File: src/rtl/hdmi_buf_pkg.sv
// hdmi_buf_pkg: shared constants and types for the HDMI ping-pong bank scheduler.
//   DEF_BANK_DEPTH / DEF_ADDR_W : default bank size and in-bank address width
//   RGB565 field widths and the resulting pixel width
//   sched_state_t               : top scheduler FSM states
package hdmi_buf_pkg;

    localparam int DEF_BANK_DEPTH = 7040;
    localparam int DEF_ADDR_W     = 13;

    localparam int RGB_R_W = 5;
    localparam int RGB_G_W = 6;
    localparam int RGB_B_W = 5;
    localparam int PIX_W   = RGB_R_W + RGB_G_W + RGB_B_W;

    typedef enum logic [1:0] {
        IDLE = 2'd0,
        FILL = 2'd1,
        RUN  = 2'd2
    } sched_state_t;

endpackage

File: src/rtl/pp_bank_flags.sv
// pp_bank_flags: the two per-bank "full" bits shared by writer and reader.
//   clk, rst            : clock, synchronous active-high reset
//   set_en, set_bank    : writer stored the last pixel of set_bank
//   clr_en, clr_bank    : reader consumed the last pixel of clr_bank
//   full                : registered full flags
//   full_avail          : full flags with this cycle's release already applied,
//                         so the writer can swap into a bank freed this cycle
module pp_bank_flags (
    input  logic       clk,
    input  logic       rst,
    input  logic       set_en,
    input  logic       set_bank,
    input  logic       clr_en,
    input  logic       clr_bank,
    output logic [1:0] full,
    output logic [1:0] full_avail
);

    logic [1:0] set_mask;
    logic [1:0] clr_mask;

    always_comb begin
        set_mask = 2'b00;
        clr_mask = 2'b00;
        if (set_en) set_mask[set_bank] = 1'b1;
        if (clr_en) clr_mask[clr_bank] = 1'b1;
    end

    assign full_avail = full & ~clr_mask;

    always_ff @(posedge clk) begin
        if (rst) full <= 2'b00;
        else     full <= (full & ~clr_mask) | set_mask;
    end

endmodule

File: src/rtl/hdmi_pingpong_sched.sv
// hdmi_pingpong_sched: steers camera pixels into one of two RGB565 banks while
// the HDMI side drains the other, swapping banks as each one completes.
// Optional status logic (overrun/underrun/drop_count) is built only when the
// macro HDMI_SCHED_STATUS_EN is defined; otherwise those outputs read 0.
//   cam_sof/cam_valid/cam_pixel : camera stream (no backpressure)
//   wr_en/wr_bank/wr_addr/wr_data : registered RAM write port
//   rd_en                       : HDMI pixel request
//   rd_bank/rd_addr/rd_valid    : read pointer and served-request qualifier
//   BUFFER_EN                   : sticky, first bank filled
//   overrun/underrun/drop_count : sticky status and saturating drop counter
module hdmi_pingpong_sched
    import hdmi_buf_pkg::*;
#(
    parameter int BANK_DEPTH = DEF_BANK_DEPTH,
    parameter int ADDR_W     = DEF_ADDR_W
) (
    input  logic              clk,
    input  logic              rst,
    input  logic              cam_sof,
    input  logic              cam_valid,
    input  logic [PIX_W-1:0]  cam_pixel,
    output logic              wr_en,
    output logic              wr_bank,
    output logic [ADDR_W-1:0] wr_addr,
    output logic [PIX_W-1:0]  wr_data,
    input  logic              rd_en,
    output logic              rd_bank,
    output logic [ADDR_W-1:0] rd_addr,
    output logic              rd_valid,
    output logic              BUFFER_EN,
    output logic              overrun,
    output logic              underrun,
    output logic [15:0]       drop_count
);

    localparam logic [ADDR_W-1:0] LAST_ADDR = ADDR_W'(BANK_DEPTH - 1);

    sched_state_t      state;
    logic              cur_bank;   // bank the writer is currently filling
    logic [ADDR_W-1:0] wr_ptr;     // next write address in cur_bank
    logic              stall;      // both banks full, dropping until one frees
    logic [1:0]        full;
    logic [1:0]        full_avail;

    logic              wr_active;
    logic [ADDR_W-1:0] wr_slot;
    logic              accept;
    logic              wr_last;
    logic              rd_hit;
    logic              rd_last;
    logic              other_free;

    assign wr_active  = (state != IDLE);
    // A start-of-frame restarts the line, so a pixel arriving with it lands at 0.
    assign wr_slot    = cam_sof ? '0 : wr_ptr;
    assign accept     = wr_active & cam_valid & ~stall & ~full[cur_bank];
    assign wr_last    = accept & (wr_slot == LAST_ADDR);
    assign rd_hit     = rd_en & full[rd_bank];
    assign rd_last    = rd_hit & (rd_addr == LAST_ADDR);
    assign other_free = ~full_avail[~cur_bank];

    pp_bank_flags u_flags (
        .clk        (clk),
        .rst        (rst),
        .set_en     (wr_last),
        .set_bank   (cur_bank),
        .clr_en     (rd_last),
        .clr_bank   (rd_bank),
        .full       (full),
        .full_avail (full_avail)
    );

    // Write side: FSM, bank steering and registered RAM write port.
    always_ff @(posedge clk) begin
        if (rst) begin
            state     <= IDLE;
            cur_bank  <= 1'b0;
            wr_ptr    <= '0;
            stall     <= 1'b0;
            wr_en     <= 1'b0;
            wr_bank   <= 1'b0;
            wr_addr   <= '0;
            wr_data   <= '0;
            BUFFER_EN <= 1'b0;
        end else begin
            wr_en     <= accept;
            wr_bank   <= cur_bank;
            BUFFER_EN <= BUFFER_EN | (state == RUN);
            if (accept) begin
                wr_addr <= wr_slot;
                wr_data <= cam_pixel;
            end
            case (state)
                IDLE: begin
                    if (cam_sof) begin
                        state  <= FILL;
                        wr_ptr <= '0;
                    end
                end
                FILL, RUN: begin
                    if (stall) begin
                        // wr_ptr is already 0 from the completion that stalled us.
                        if (other_free) begin
                            cur_bank <= ~cur_bank;
                            stall    <= 1'b0;
                        end
                    end else if (accept) begin
                        if (wr_slot == LAST_ADDR) begin
                            wr_ptr <= '0;
                            if (state == FILL) state <= RUN;
                            if (other_free) cur_bank <= ~cur_bank;
                            else            stall    <= 1'b1;
                        end else begin
                            wr_ptr <= wr_slot + ADDR_W'(1);
                        end
                    end else if (cam_sof) begin
                        wr_ptr <= '0;
                    end
                end
                default: state <= IDLE;
            endcase
        end
    end

    // Read side: pointer advances only on served requests.
    always_ff @(posedge clk) begin
        if (rst) begin
            rd_bank  <= 1'b0;
            rd_addr  <= '0;
            rd_valid <= 1'b0;
        end else begin
            rd_valid <= rd_hit;
            if (rd_hit) begin
                if (rd_last) begin
                    rd_addr <= '0;
                    rd_bank <= ~rd_bank;
                end else begin
                    rd_addr <= rd_addr + ADDR_W'(1);
                end
            end
        end
    end

`ifdef HDMI_SCHED_STATUS_EN
    function automatic logic [15:0] sat_inc16(input logic [15:0] v);
        return (v == 16'hFFFF) ? v : v + 16'd1;
    endfunction

    logic drop;
    assign drop = wr_active & cam_valid & ~accept;

    always_ff @(posedge clk) begin
        if (rst) begin
            overrun    <= 1'b0;
            underrun   <= 1'b0;
            drop_count <= 16'd0;
        end else begin
            if (drop) begin
                overrun    <= 1'b1;
                drop_count <= sat_inc16(drop_count);
            end
            if (rd_en & ~full[rd_bank]) underrun <= 1'b1;
        end
    end
`else
    assign overrun    = 1'b0;
    assign underrun   = 1'b0;
    assign drop_count = 16'd0;
`endif

endmodule

File: config.mk
export PLATFORM = sky130hd
export DESIGN_NAME = hdmi_pingpong_sched
export DESIGN_NICKNAME = d
export VERILOG_FILES = /design/src/rtl/hdmi_buf_pkg.sv /design/src/rtl/pp_bank_flags.sv /design/src/rtl/hdmi_pingpong_sched.sv
export SDC_FILE = /design/constraint.sdc
export NUM_CORES = 1
export LEC_CHECK = 0
export BUFFER_PORTS_ARGS = -buffer_cell sky130_fd_sc_hd__buf_4
export CORE_UTILIZATION = 58
export CTS_BUF_LIST = sky130_fd_sc_hd__clkbuf_8
export CTS_CLUSTER_DIAMETER = 150
export DETAILED_ROUTE_END_ITERATION = 10
export PLACE_DENSITY = 0.87
export SETUP_SLACK_MARGIN = 0.1
export SYNTH_ARGS = -nofsm -noshare
export SYNTH_HDL_FRONTEND = slang
export SYNTH_HIERARCHICAL = 1
export SYNTH_SLANG_ARGS = --single-unit
export TNS_END_PERCENT = 5
File: constraint.sdc
create_clock -name clk -period 7.75 [get_ports clk]
set_clock_uncertainty 0.2 [all_clocks]
set_input_delay 0.775 -clock clk [delete_from_list [all_inputs] [get_ports clk]]
set_output_delay 0.775 -clock clk [all_outputs]
set_load 0.005 [all_outputs]
== Yosys cells after proc, flatten, opt, wreduce, memory -nomap -nowiden ==
Cells that the tools add are included.

* Bitwise operators: 14
* Muxes and demuxes: 32
* Reductions and logical operators: 12
* $add $sub $neg: 2
* Equality and inequality tests: 9
* Order comparisons: 5

{| class="wikitable"
|+ Operators with widths
! operator !! number
|-
| 13-bit two-way mux || 5
|-
| 13-bit by 1-bit adder with 13-bit output, second input constant || 2
|-
| 13-bit == test, second input constant || 2
|-
| 13-bit one-hot mux with 2 select lines || 1
|-
| 1-bit two-way mux || 16
|-
| 2-bit two-way mux || 7
|-
| 2-bit != test, second input constant || 5
|-
| 2-bit nonzero test || 4
|-
| 1-bit AND || 6
|-
| 1-bit by 2-bit less-than comparator with 1-bit output, second input constant || 3
|-
| 5-bit AND reduction || 1
|-
| 1-bit inverter || 4
|-
| 2-bit one-hot mux with 2 select lines || 1
|-
| 2-bit AND reduction || 2
|-
| 3-bit AND reduction || 1
|-
| 2-bit AND || 1
|-
| 1-bit demux with 1-bit select || 2
|-
| 2-bit by 1-bit == test with 1-bit output, second input constant || 1
|-
| 2-bit == test, second input constant || 1
|-
| 1-bit >= comparator, second input constant || 2
|-
| 1-bit logical AND || 2
|-
| 2-bit logical NOT || 1
|-
| 2-bit inverter || 1
|-
| 2-bit OR || 1
|-
| other kinds (2) || 2
|}

* Register bits after elaboration: 66
* Logic and storage cells: 87
* Input port bits: 21

== Longest topological paths before layout ==
Gate-level depths: netlist of run 1.

* Depth after elaboration: 13
* Mapped depth: 11
* Mapped depth without buffers: 10

== Hierarchy ==
The synthesis of run 1 kept the hierarchy.

{| class="wikitable"
|+ By module, submodules not included
! module !! area each (um2) !! times used !! cells an instance
|-
| hdmi_pingpong_sched || 3069.2 || 1 || 375
|-
| pp_bank_flags || 98.8 || 1 || 10
|}

== Worst setup path before layout of run 1 ==
Ideal clock, no wire load.

* Kind: input -> register
* Start: in rd_en
* End: reg cur_bank
* Stages on the path: 10
* Arrival: 2453 ps
* Slack: 5027 ps
* Library setup time: 70 ps
* Path through: inv_1 nor4b_2 and3_1 clkbuf_1 nor2b_1 nor2b_1 mux2i_1 nand2_1 or3_1 a21oi_1

* Word-level cells in the longest chain between the ends: 11

{| class="wikitable"
|+ Ends and longest elaborated chain
! item !! line !! text
|-
| from (decl) || hdmi_pingpong_sched.sv:26 || <nowiki>input logic rd_en,</nowiki>
|-
| 1-bit AND * || hdmi_pingpong_sched.sv:58 || <nowiki>assign rd_hit = rd_en & full[rd_bank];</nowiki>
|-
| 1-bit AND * || hdmi_pingpong_sched.sv:59 || <nowiki>assign rd_last = rd_hit & (rd_addr == LAST_ADDR);</nowiki>
|-
| via rd_last || hdmi_pingpong_sched.sv:50 || <nowiki>logic rd_last;</nowiki>
|-
| 2-bit two-way mux * || pp_bank_flags.sv:26 || <nowiki>if (clr_en) clr_mask[clr_bank] = 1'b1;</nowiki>
|-
| 2-bit inverter * || pp_bank_flags.sv:29 || <nowiki>assign full_avail = full & ~clr_mask;</nowiki>
|-
| 2-bit AND * || pp_bank_flags.sv:29 ||
|-
| via full_avail[0] || hdmi_pingpong_sched.sv:43 || <nowiki>logic [1:0] full_avail;</nowiki>
|-
| 1-bit two-way mux (not written as such) * (2 in series) || hdmi_pingpong_sched.sv:60 || <nowiki>assign other_free = ~full_avail[~cur_bank];</nowiki>
|-
| 1-bit two-way mux * || n/a ||
|-
| 1-bit two-way mux (2 in series) || n/a ||
|-
| 1-bit two-way mux * || n/a ||
|-
| to (signal assigned) || hdmi_pingpong_sched.sv:104 || <nowiki>cur_bank <= ~cur_bank;</nowiki>
|-
| to (signal assigned) || hdmi_pingpong_sched.sv:111 || <nowiki>if (other_free) cur_bank <= ~cur_bank;</nowiki>
|-
| to (decl) || hdmi_pingpong_sched.sv:39 || <nowiki>logic cur_bank;</nowiki>
|}

The timed path passes the listed nets; every way through them passes the cells marked *. The select of a mux whose other input is x is not followed.
A chain may end at the register's enable or synchronous reset.

== Worst setup path after layout of run 1 ==
* Start: reg rd_addr[0]
* End: reg cur_bank

* Word-level cells in the longest chain between the ends: 11

{| class="wikitable"
|+ Ends and longest elaborated chain
! item !! line !! text
|-
| from (decl) || hdmi_pingpong_sched.sv:28 || <nowiki>output logic [ADDR_W-1:0] rd_addr,</nowiki>
|-
| from (signal assigned) || hdmi_pingpong_sched.sv:138 || <nowiki>rd_addr <= rd_addr + ADDR_W'(1);</nowiki>
|-
| 13-bit == test * || hdmi_pingpong_sched.sv:59 ||
|-
| 1-bit AND * || hdmi_pingpong_sched.sv:59 ||
|-
| 2-bit two-way mux * || pp_bank_flags.sv:26 ||
|-
| 2-bit inverter * || pp_bank_flags.sv:29 ||
|-
| 2-bit AND * || pp_bank_flags.sv:29 ||
|-
| via full_avail[0] || hdmi_pingpong_sched.sv:43 ||
|-
| 1-bit two-way mux (not written as such) * (2 in series) || hdmi_pingpong_sched.sv:60 ||
|-
| 1-bit two-way mux * || n/a ||
|-
| 1-bit two-way mux (2 in series) || n/a ||
|-
| 1-bit two-way mux * || n/a ||
|}

Marked as above.

==> results_dict.tcl, run 1 <==
set metrics [dict create \
    status "finished, final reports clean" \
    tns_ps 0 \
    p_per_area_nw_per_um2 243 \
    cp.buffers_inverters 0 \
    grt_pass1_wl_um 11500 \
    die-area_um2 5760 \
    clk_path_buf_depth 2 \
    coreArea_um2 5170 \
    r2r-start "rd_addr[0]" \
    synthArstFlopShare_pct 0 \
    ff2ff_path_depth 10 \
    grt.total_usage_pct 24.3 \
    drv_slew 0 \
    timing.final.hold_violations 0 \
    place_congestion 0.913 \
    hp-class "flip-flop to flip-flop" \
    postRouteAntennaNets 0 \
    rsz0062_at_grt "false" \
    routed_wl_um 6790 \
    yosysUniqueCellTypes 53 \
    postSynthRegisterBits 66 \
    rows 26 \
    initial_core_util_pct 61.2 \
    yosysTopAreaCell "dfxtp_1" \
    drive_gt1_share_pct 21.2 \
    dp_hpwl_um 4630 \
    syn_inst 385 \
    clock_tree.root_cell "clkbuf_8" \
    layout.area.seq_um2 1320 \
    crit_family "simple AND/OR/NAND/NOR gates" \
    ys.flop_type "dfxtp_1" \
    dieHeight_um 75.9 \
    vias 2834 \
    final_nets 469 \
    max_stage_delay_ps 420 \
    synth.top_cell.area_share_pct 41.7 \
    h-tree-depth 3 \
    diodes 0 \
    worst_path_max_delay_cell "dfxtp_1" \
    crit_start "rd_addr[0]" \
    syn-cell-area_um2 3170 \
    cp.arrival_ps 2930 \
    worst_setup_path_start_kind "flip-flop" \
    die_x_um 75.9 \
    slew_headroom_pct 22.8 \
    drc 0 \
    wl_per_cell_um 13.1 \
    p_leak_nw 1.50 \
    ys_warn_count 6 \
    maxCapViolCount 0 \
    period_needed_ps 2850 \
    path_clk_slew_ps 70 \
    worstPathRequired_ps 7830 \
    max_clock_freq_mhz 351 \
    finalCritPeriodShare_pct 36.8 \
    critPathCaptureType "flip-flop" \
    syn2layout_area_growth_pct 20.5 \
    cts_setup_buffers 0 \
    irDropWorstVdd_v 0.000155 \
    yosysSeqAreaShare_pct 41.7 \
    grt_max_degree 62 \
    ioPinCount 86 \
    min_from "wr_addr[3]" \
    antenna_found_initial 0 \
    clock_latency_ps 350 \
    p_total_mw 0.928 \
    min_to "wr_addr[3]" \
    hold_depth 2 \
    grt_pass1_vias 2582 \
    critical_path_peak_fanout 6 \
    overflow 0 \
    cts_tree "done" \
    cts_buffers 9 \
    synth_edf_count 0 \
    crit_chain "ha_1, nand2_1, nor4b_2, and3_1, nor2b_1, nor2b_1, mux2i_1, nand2_1, or3_1, a21oi_1" \
    ctsHoldBuffers 0 \
    drt_pass1_iterations 5 \
    reg2reg_to "cur_bank" \
    cts_resized 0 \
    tightest_slew_ps 1160 \
    port_buffers 67 \
    drt_iter0_markers 220 \
    cts.sinks 66 \
    netlist_top_cells_area "dfxtp_1 42%, nand2_1 8.4%, a21oi_1 6.6%" \
    reg2reg_slack_ps 4900 \
    vias_per_cell 5.47 \
    fillerInstances 403 \
    multiInputGateArea_um2 1660 \
    setup_viol 0 \
    crit_type "flip-flop to flip-flop" \
    syn-mean-instance-area_um2 8.23 \
]
## metal layers
| metal | part of all wire [%] | vias up | global-route usage [%] |
|---|---|---|---|
| met5 | 0 | - | 0 |
| met4 | 2.7 | 0 | 13.8 |
| met3 | 6.7 | 21 | 5.06 |
| met2 | 48 | 102 | 42.4 |
| met1 | 42 | 1306 | 27.5 |
| li1 | - | 1405 | - |
## placed cells by master (no fill, tap or decap), types with 5 or more instances in the layout
cell type and n:
nand2_1 71, buf_4 68, dfxtp_1 66, a21oi_1 42, nor2_1 32, conb_1 18, nor2b_1 11, clkbuf_8 11
nand4_1 10, nand3_1 10, inv_1 9, xor2_1 8, nand3b_1 7, or3_1 5, o21ai_0 5, a211oi_1 5
xnor2_1 5, ha_1 5
## final cells by class
class / count / area share (%)
clock buffer: 11 / 3.97
clock inverter: 5 / 1.41
inverter: 8 / 0.787
multi-input combinational: 290 / 43.6
sequential: 66 / 34.6
tap: 70 / 2.29
timing repair buffer: 68 / 13.4
## cells in the mapped netlist (2+ instances only)
| master | instances |
|---|---|
| inv_1 | 8 |
| xor2_1 | 8 |
| nand3b_1 | 7 |
| and2_1 | 2 |
| nand4_1 | 10 |
| o21ai_0 | 5 |
| or3_1 | 5 |
| nor2b_1 | 11 |
| nand2b_1 | 4 |
| clkbuf_1 | 14 |
| nand4bb_1 | 2 |
| nor3b_1 | 3 |
| dfxtp_1 | 66 |
| o31ai_1 | 3 |
| nand2_1 | 71 |
| buf_2 | 4 |
| mux2i_1 | 3 |
| a21oi_1 | 42 |
| nor4b_1 | 2 |
| or3b_1 | 2 |
| buf_4 | 18 |
| xnor2_1 | 5 |
| nand3_1 | 10 |
| a211oi_1 | 5 |
| ha_1 | 5 |
| nand4b_1 | 4 |
| mux2_2 | 2 |
| and3_1 | 4 |
| nor2_1 | 32 |
| nor3_1 | 4 |
| a31oi_1 | 2 |
## sequential cells by signal (all words and copies together), names as in the netlist
register	count
u_flags/full	2
stall	1
wr_ptr	13
state	2
rd_valid	1
wr_addr	13
wr_en	1
wr_data	16
cur_bank	1
BUFFER_EN	1
wr_bank	1
rd_bank	1
rd_addr	13
## kinds of logic (layout without fill, tap and decap cells)
kind of cell | after synthesis | count (layout) | share of synthesized area, %
AND/OR/NAND/NOR | 180 | 180 | 29.4
XOR/XNOR | 13 | 13 | 3.59
AO/OA/AOI/OAI | 68 | 68 | 13.1
flip-flops | 66 | 66 | 41.7
multiplexers | 6 | 6 | 2.13
other | 1 | 18 | 0.118
buffers and inverters | 46 | 92 | 7.98
adder cells (fa/ha/maj) | 5 | 5 | 1.97
## worst reg2reg max path: stages (launching register included)
cell	delay, ps
dfxtp_1	420
ha_1	230
nand2_1	100
nor4b_2	390
and3_1	350
nor2b_1	230
nor2b_1	80
mux2i_1	190
nand2_1	80
or3_1	360
a21oi_1	140
## where the power goes
| part | total [mW] | switching, mW | internal [mW] |
|---|---|---|---|
| registers | 0.379 | 0.0154 | 0.364 |
| logic | 0.255 | 0.166 | 0.0891 |
| clock network | 0.294 | 0.129 | 0.164 |
## worst max-delay path by stage
| stage | to | slack [ps] | depth (start not counted) |
|---|---|---|---|
| global placement | u_flags/full[0] | 4850 | 6 |
| CTS | cur_bank | 4910 | 10 |
| global route | cur_bank | 4690 | 10 |
| finish | cur_bank | 4900 | 10 |
| detailed placement | cur_bank | 4750 | 10 |
| floorplan | cur_bank | 5030 | 10 |
## per-stage QoR
step                      instances  cell area (µm²)  util [%]  worst slack, ps  hold WS [ps]
after global placement          502             3610      69.8             4850           241
after CTS                       518             3820      73.8             4910           254
after global routing            518             3820      73.8             4690           269
after detailed placement        502             3610      69.8             4750           245
final                           518             3820      73.8             4900           254
after floorplan                 402             3230         -             5030           248
Note: power is estimated with default switching activity, not from simulation.
==> run 2, diff against run 1 <==
- CORE_UTILIZATION: 58 -> 54
- PLACE_DENSITY: 0.87 -> 0.82
- clock period: 7.75 -> 2.82 ns (I/O delays scaled with it)
==> run 2 against run 1 <==
Non-clock buffer count grew 24. Critical endpoint unchanged. Count of clock-buffer cells in the layout fell by 2. Via count is 2.1% higher. Core utilization down 1.2 points. Routed wire length increased by 8.2%. Fmax rose by 11%. Sequential share of layout area fell by 1.9 points. Die area increased by 7.2%. Final cell count up 5.0%. Worst hold slack got worse by 150 ps. Worst setup slack got worse by 4600 ps.
==> results_dict.tcl, run 2 (synthesized netlist as in run 1, its figures left out) <==
set metrics [dict create \
    grt_max_degree 62 \
    slew_headroom_pct 56.2 \
    cts_buffers 9 \
    h-tree-depth 3 \
    antenna_found_initial 0 \
    ioPinCount 86 \
    multiInputGateArea_um2 1680 \
    die-area_um2 6180 \
    dp_hpwl_um 4920 \
    grt.total_usage_pct 24.1 \
    wl_per_cell_um 13.5 \
    maxCapViolCount 0 \
    min_from "rd_en" \
    max_clock_freq_mhz 390 \
    port_buffers 67 \
    fillerInstances 443 \
    top_register "wr_data" \
    vias 2894 \
    crit_type "flip-flop to flip-flop" \
    hp-class "input port to flip-flop" \
    final_nets 493 \
    drc 0 \
    ff2ff_path_depth 10 \
    routed_wl_um 7340 \
    tns_ps 0 \
    critPathCaptureType "flip-flop" \
    status "finished, final reports clean" \
    syn2layout_area_growth_pct 27.7 \
    rows 27 \
    layout_commonest_cell "buf_4" \
    worst_setup_path_start_kind "flip-flop" \
    holdWs_ps 104 \
    setup_viol 0 \
    place_congestion 0.944 \
    overflow 0 \
    path_clk_slew_ps 70 \
    cts_tree "done" \
    coreArea_um2 5570 \
    drive_gt1_share_pct 22.0 \
    clock_latency_ps 330 \
    min_to "rd_valid" \
    cts.sinks 66 \
    final_cell_mix "76 x buf_4, 71 x nand2_1, 66 x dfxtp_1" \
    die_x_um 78.6 \
    vias_per_cell 5.32 \
    r2r-start "rd_addr[1]" \
    worstPathRequired_ps 2880 \
    hold_depth 3 \
    drt_pass1_iterations 5 \
    grt_pass1_wl_um 11700 \
    cp.arrival_ps 2630 \
    p_leak_nw 1.62 \
    diodes 0 \
    rsz0062_at_grt "true" \
    p_per_area_nw_per_um2 648 \
    layout.area.seq_um2 1320 \
    initial_core_util_pct 56.8 \
    grt_pass1_vias 2566 \
    tightest_slew_ps 656 \
    drv_slew 0 \
    critical_path_peak_fanout 4 \
    largest_register_ffs 16 \
    postRouteAntennaNets 0 \
    irDropWorstVdd_v 0.000363 \
    clock_tree.root_cell "clkbuf_8" \
    reg2reg_slack_ps 250 \
    clk_path_buf_depth 2 \
    finalCritPeriodShare_pct 91.0 \
    dieHeight_um 78.6 \
    timing.final.hold_violations 0 \
    drt_iter0_markers 197 \
    period_needed_ps 2570 \
    reg2reg_to "cur_bank" \
]
==> run 2: stage by stage <==
stage               total power [mW]  cell area (µm²)  util (%)  instances  setup WS (ps)
global route                    2.77             4050      72.6        544           37.5
CTS                             2.62             4020      72.1        543            221
floorplan                       1.57             3230         -        402            278
global placement                1.81             3670      65.8        511            337
finish                          2.62             4050      72.6        544            255
detailed placement              1.83             3670      65.8        511            266
==> run 2: cell type report <==
| class | count | area share (%) |
|---|---|---|
| repair buffers | 92 | 18.1 |
| clock inverters | 7 | 1.73 |
| multi-input cells | 290 | 41.5 |
| flip-flops and latches | 66 | 32.7 |
| clock buffers | 9 | 3.06 |
| well taps | 72 | 2.23 |
| inverters | 8 | 0.742 |
==> run 2: worst max path at each step <==
| stage | from | end | cells past startpoint |
|---|---|---|---|
| global placement | rd_addr[0] | cur_bank | 10 |
| floorplan | rd_addr[0] | cur_bank | 11 |
| finish | rd_addr[1] | cur_bank | 10 |
| global route | rd_addr[1] | cur_bank | 10 |
| detailed placement | rd_addr[0] | cur_bank | 10 |
| CTS | rd_addr[0] | cur_bank | 10 |
==> run 2: repair_timing <==
action                                  4_1_cts  5_1_grt
endpoints found under the setup margin        0        3
setup buffers                                 0        1
hold buffers                                 16        0
resized for setup                             0        2
hold endpoints to repair                     16        0
==> run 2: layer usage <==
layer | global-route usage (%) | vias up | share of wire [%]
met1 | 28.6 | 1338 | 44
met5 | 0 | - | 0
met4 | 11.1 | 0 | 1.5
li1 | - | 1454 | -
met3 | 4.53 | 12 | 5.1
met2 | 41.7 | 90 | 50
==> run 2: worst max-delay path: stages (launching register included) <==
cell and delay, ps:
dfxtp_1 390, ha_1 220, nand2_1 120, nor4b_4 330, and3_1 210, nor2b_1 220
nor2b_1 70, mux2i_1 180, nand2_1 90, or3_1 340, a21oi_1 130
==> run 2: power breakdown <==
| part | switching [mW] | internal [mW] | total [mW] |
|---|---|---|---|
| clock network | 0.358 | 0.406 | 0.764 |
| registers | 0.0423 | 1.00 | 1.04 |
| logic | 0.499 | 0.316 | 0.815 |
| total | 0.899 | 1.72 | 2.62 |
==> run 3, diff against run 2 <==
- CORE_UTILIZATION: 54 -> 40
- PLACE_DENSITY: 0.82 -> unset
==> run 3 against run 2 <==
Global-route usage decreased by 5.3 points. First-iteration DRC count decreased by 51%. Final cell count increased by 5.7%. Sequential share of layout area decreased by 0.31 points. Power increased by 0.89%. Critical path type unchanged. Largest power group unchanged.
==> results_dict.tcl, run 3 (synthesized netlist as in run 1, its figures left out) <==
set metrics [dict create \
    clk_path_buf_depth 2 \
    vias 2851 \
    drive_gt1_share_pct 22.2 \
    postRouteAntennaNets 0 \
    reg2reg_slack_ps 300 \
    placed_area_um2 3720 \
    tightest_slew_ps 624 \
    largest_register_ffs 16 \
    fillerInstances 758 \
    coreArea_um2 7690 \
    hp-class "input port to flip-flop" \
    critical_path_peak_fanout 5 \
    pwr-share-comb_pct 30.0 \
    dieHeight_um 91.0 \
    status "finished, final reports clean" \
    die-area_um2 8280 \
    worst_setup_path_start_kind "flip-flop" \
    dr_wl_met2_um 3590 \
    h-tree-depth 3 \
    path_clk_slew_ps 70 \
    cp.arrival_ps 2600 \
    clock_latency_ps 350 \
    tns_ps 0 \
    cts.sinks 66 \
    routed_wl_um 7430 \
    reg2reg_to "cur_bank" \
    timing.final.hold_violations 0 \
    holdWs_ps 67.8 \
    rows 32 \
    irDropWorstVdd_v 0.000301 \
    p_leak_nw 1.61 \
    slew_headroom_pct 58.4 \
    syn2layout_area_growth_pct 28.9 \
    initial_core_util_pct 41.2 \
    grt.total_usage_pct 18.8 \
    hold_depth 4 \
    internal_power_mw 1.74 \
    rsz0062_at_grt "false" \
    fin_cells 575 \
    overflow 0 \
    layout_commonest_cell "buf_4" \
    grt_pass1_wl_um 12400 \
    worstPathRequired_ps 2900 \
    crit_type "flip-flop to flip-flop" \
    ff2ff_path_depth 10 \
    drt_iter0_markers 96 \
    max_clock_freq_mhz 397 \
    final_nets 494 \
    r2r-start "rd_addr[0]" \
    drv_slew 0 \
    p_total_mw 2.65 \
    worst_slack_ps 300 \
    drt_pass1_iterations 4 \
    top_register "wr_data" \
    final_core_util_pct 53.1 \
    antenna_found_initial 0 \
    vias_per_cell 4.96 \
    p_sw_mw 0.904 \
    crit_chain "ha_1, nand2_1, nor4b_2, and3_1, nor2b_1, nor2b_1, mux2i_1, nand2_1, or3_1, a21oi_1" \
    ioPinCount 86 \
    p_per_area_nw_per_um2 648 \
    max_stage_delay_ps 390 \
    highest_layer "met4" \
    critPathCaptureType "flip-flop" \
    dp.cells 543 \
    p_seq_share_pct 39.4 \
    min_to "wr_addr[1]" \
    p_clk_share_pct 30.6 \
    diodes 0 \
    setup_viol 0 \
    swShare_pct 34.2 \
    drc 0 \
    finalCritPeriodShare_pct 89.4 \
    clock_tree.root_cell "clkbuf_8" \
    drt-met1-wl_um 3340 \
    min_from "cam_sof" \
    final_cell_mix "77 x buf_4, 71 x nand2_1, 66 x dfxtp_1" \
    place_congestion 0.845 \
    grt_pass1_vias 2787 \
    worst_path_max_delay_cell "dfxtp_1" \
    wl_per_cell_um 12.9 \
    cts_tree "done" \
    grt_max_degree 62 \
    maxCapViolCount 0 \
    cts_buffers 9 \
    die_x_um 91.0 \
    wl_met3_um 382 \
    pre_cts_ws_ps 358 \
    stdcell_area_um2 4080 \
    dp_hpwl_um 5070 \
    cts_setup_buffers 0 \
    port_buffers 67 \
    period_needed_ps 2520 \
]
-- run 3: cell types whose count changed in the layout (fill, tap and decap cells not counted), sizes merged --
cell,change
clkbuf,+1
clkinvlp,+2
buf,+1
clkinv,-3
-- run 3: what timing repair did --
item	in CTS	in global routing
hold endpoints to repair	16	0
resized for setup	0	0
hold buffers	16	0
-- run 3: critical path, delay by kind of cell, from the launching register on --
| family | cells | cell delay, ps |
|---|---|---|
| flip-flops | 1 | 390 |
| adder cells (fa/ha/maj) | 1 | 210 |
| AO/OA/AOI/OAI | 1 | 140 |
| multiplexers | 1 | 200 |
| AND/OR/NAND/NOR | 7 | 1330 |
-- run 3: power groups by stage --
stage | registers (mW) | clock network [mW] | logic, mW
detailed placement | 1.06 | 0 | 0.777
CTS | 1.04 | 0.837 | 0.796
global route | 1.05 | 0.876 | 0.878
global placement | 1.06 | 0 | 0.776
floorplan | 1.06 | 0 | 0.511
finish | 1.04 | 0.811 | 0.793
-- run 3: worst max path at each step --
stage / from / to / slack (ps) / depth (start not counted)
floorplan: rd_addr[0] / cur_bank / 280 / 11
global placement: rd_addr[0] / cur_bank / 420 / 10
detailed placement: state[0] / wr_ptr[5] / 360 / 8
CTS: rd_addr[0] / cur_bank / 330 / 10
global route: rd_addr[1] / cur_bank / 110 / 10
finish: rd_addr[0] / cur_bank / 300 / 10
-- run 3: per-layer routing --
metal | vias up | GRT usage (%)
met4 | 0 | 10.1
met1 | 1304 | 21.6
li1 | 1453 | -
met2 | 81 | 32.2
met5 | - | 0
met3 | 13 | 4.27
-- run 3: cell type report --
| cell class | instances | area (µm²) | share of cell area [%] |
|---|---|---|---|
| well taps | 102 | 128 | 3.12 |
| inverters | 8 | 30.0 | 0.735 |
| flip-flops and latches | 66 | 1320 | 32.4 |
| clock buffers | 10 | 138 | 3.37 |
| multi-input cells | 290 | 1660 | 40.7 |
| clock inverters | 6 | 66.3 | 1.62 |
| repair buffers | 93 | 738 | 18.1 |
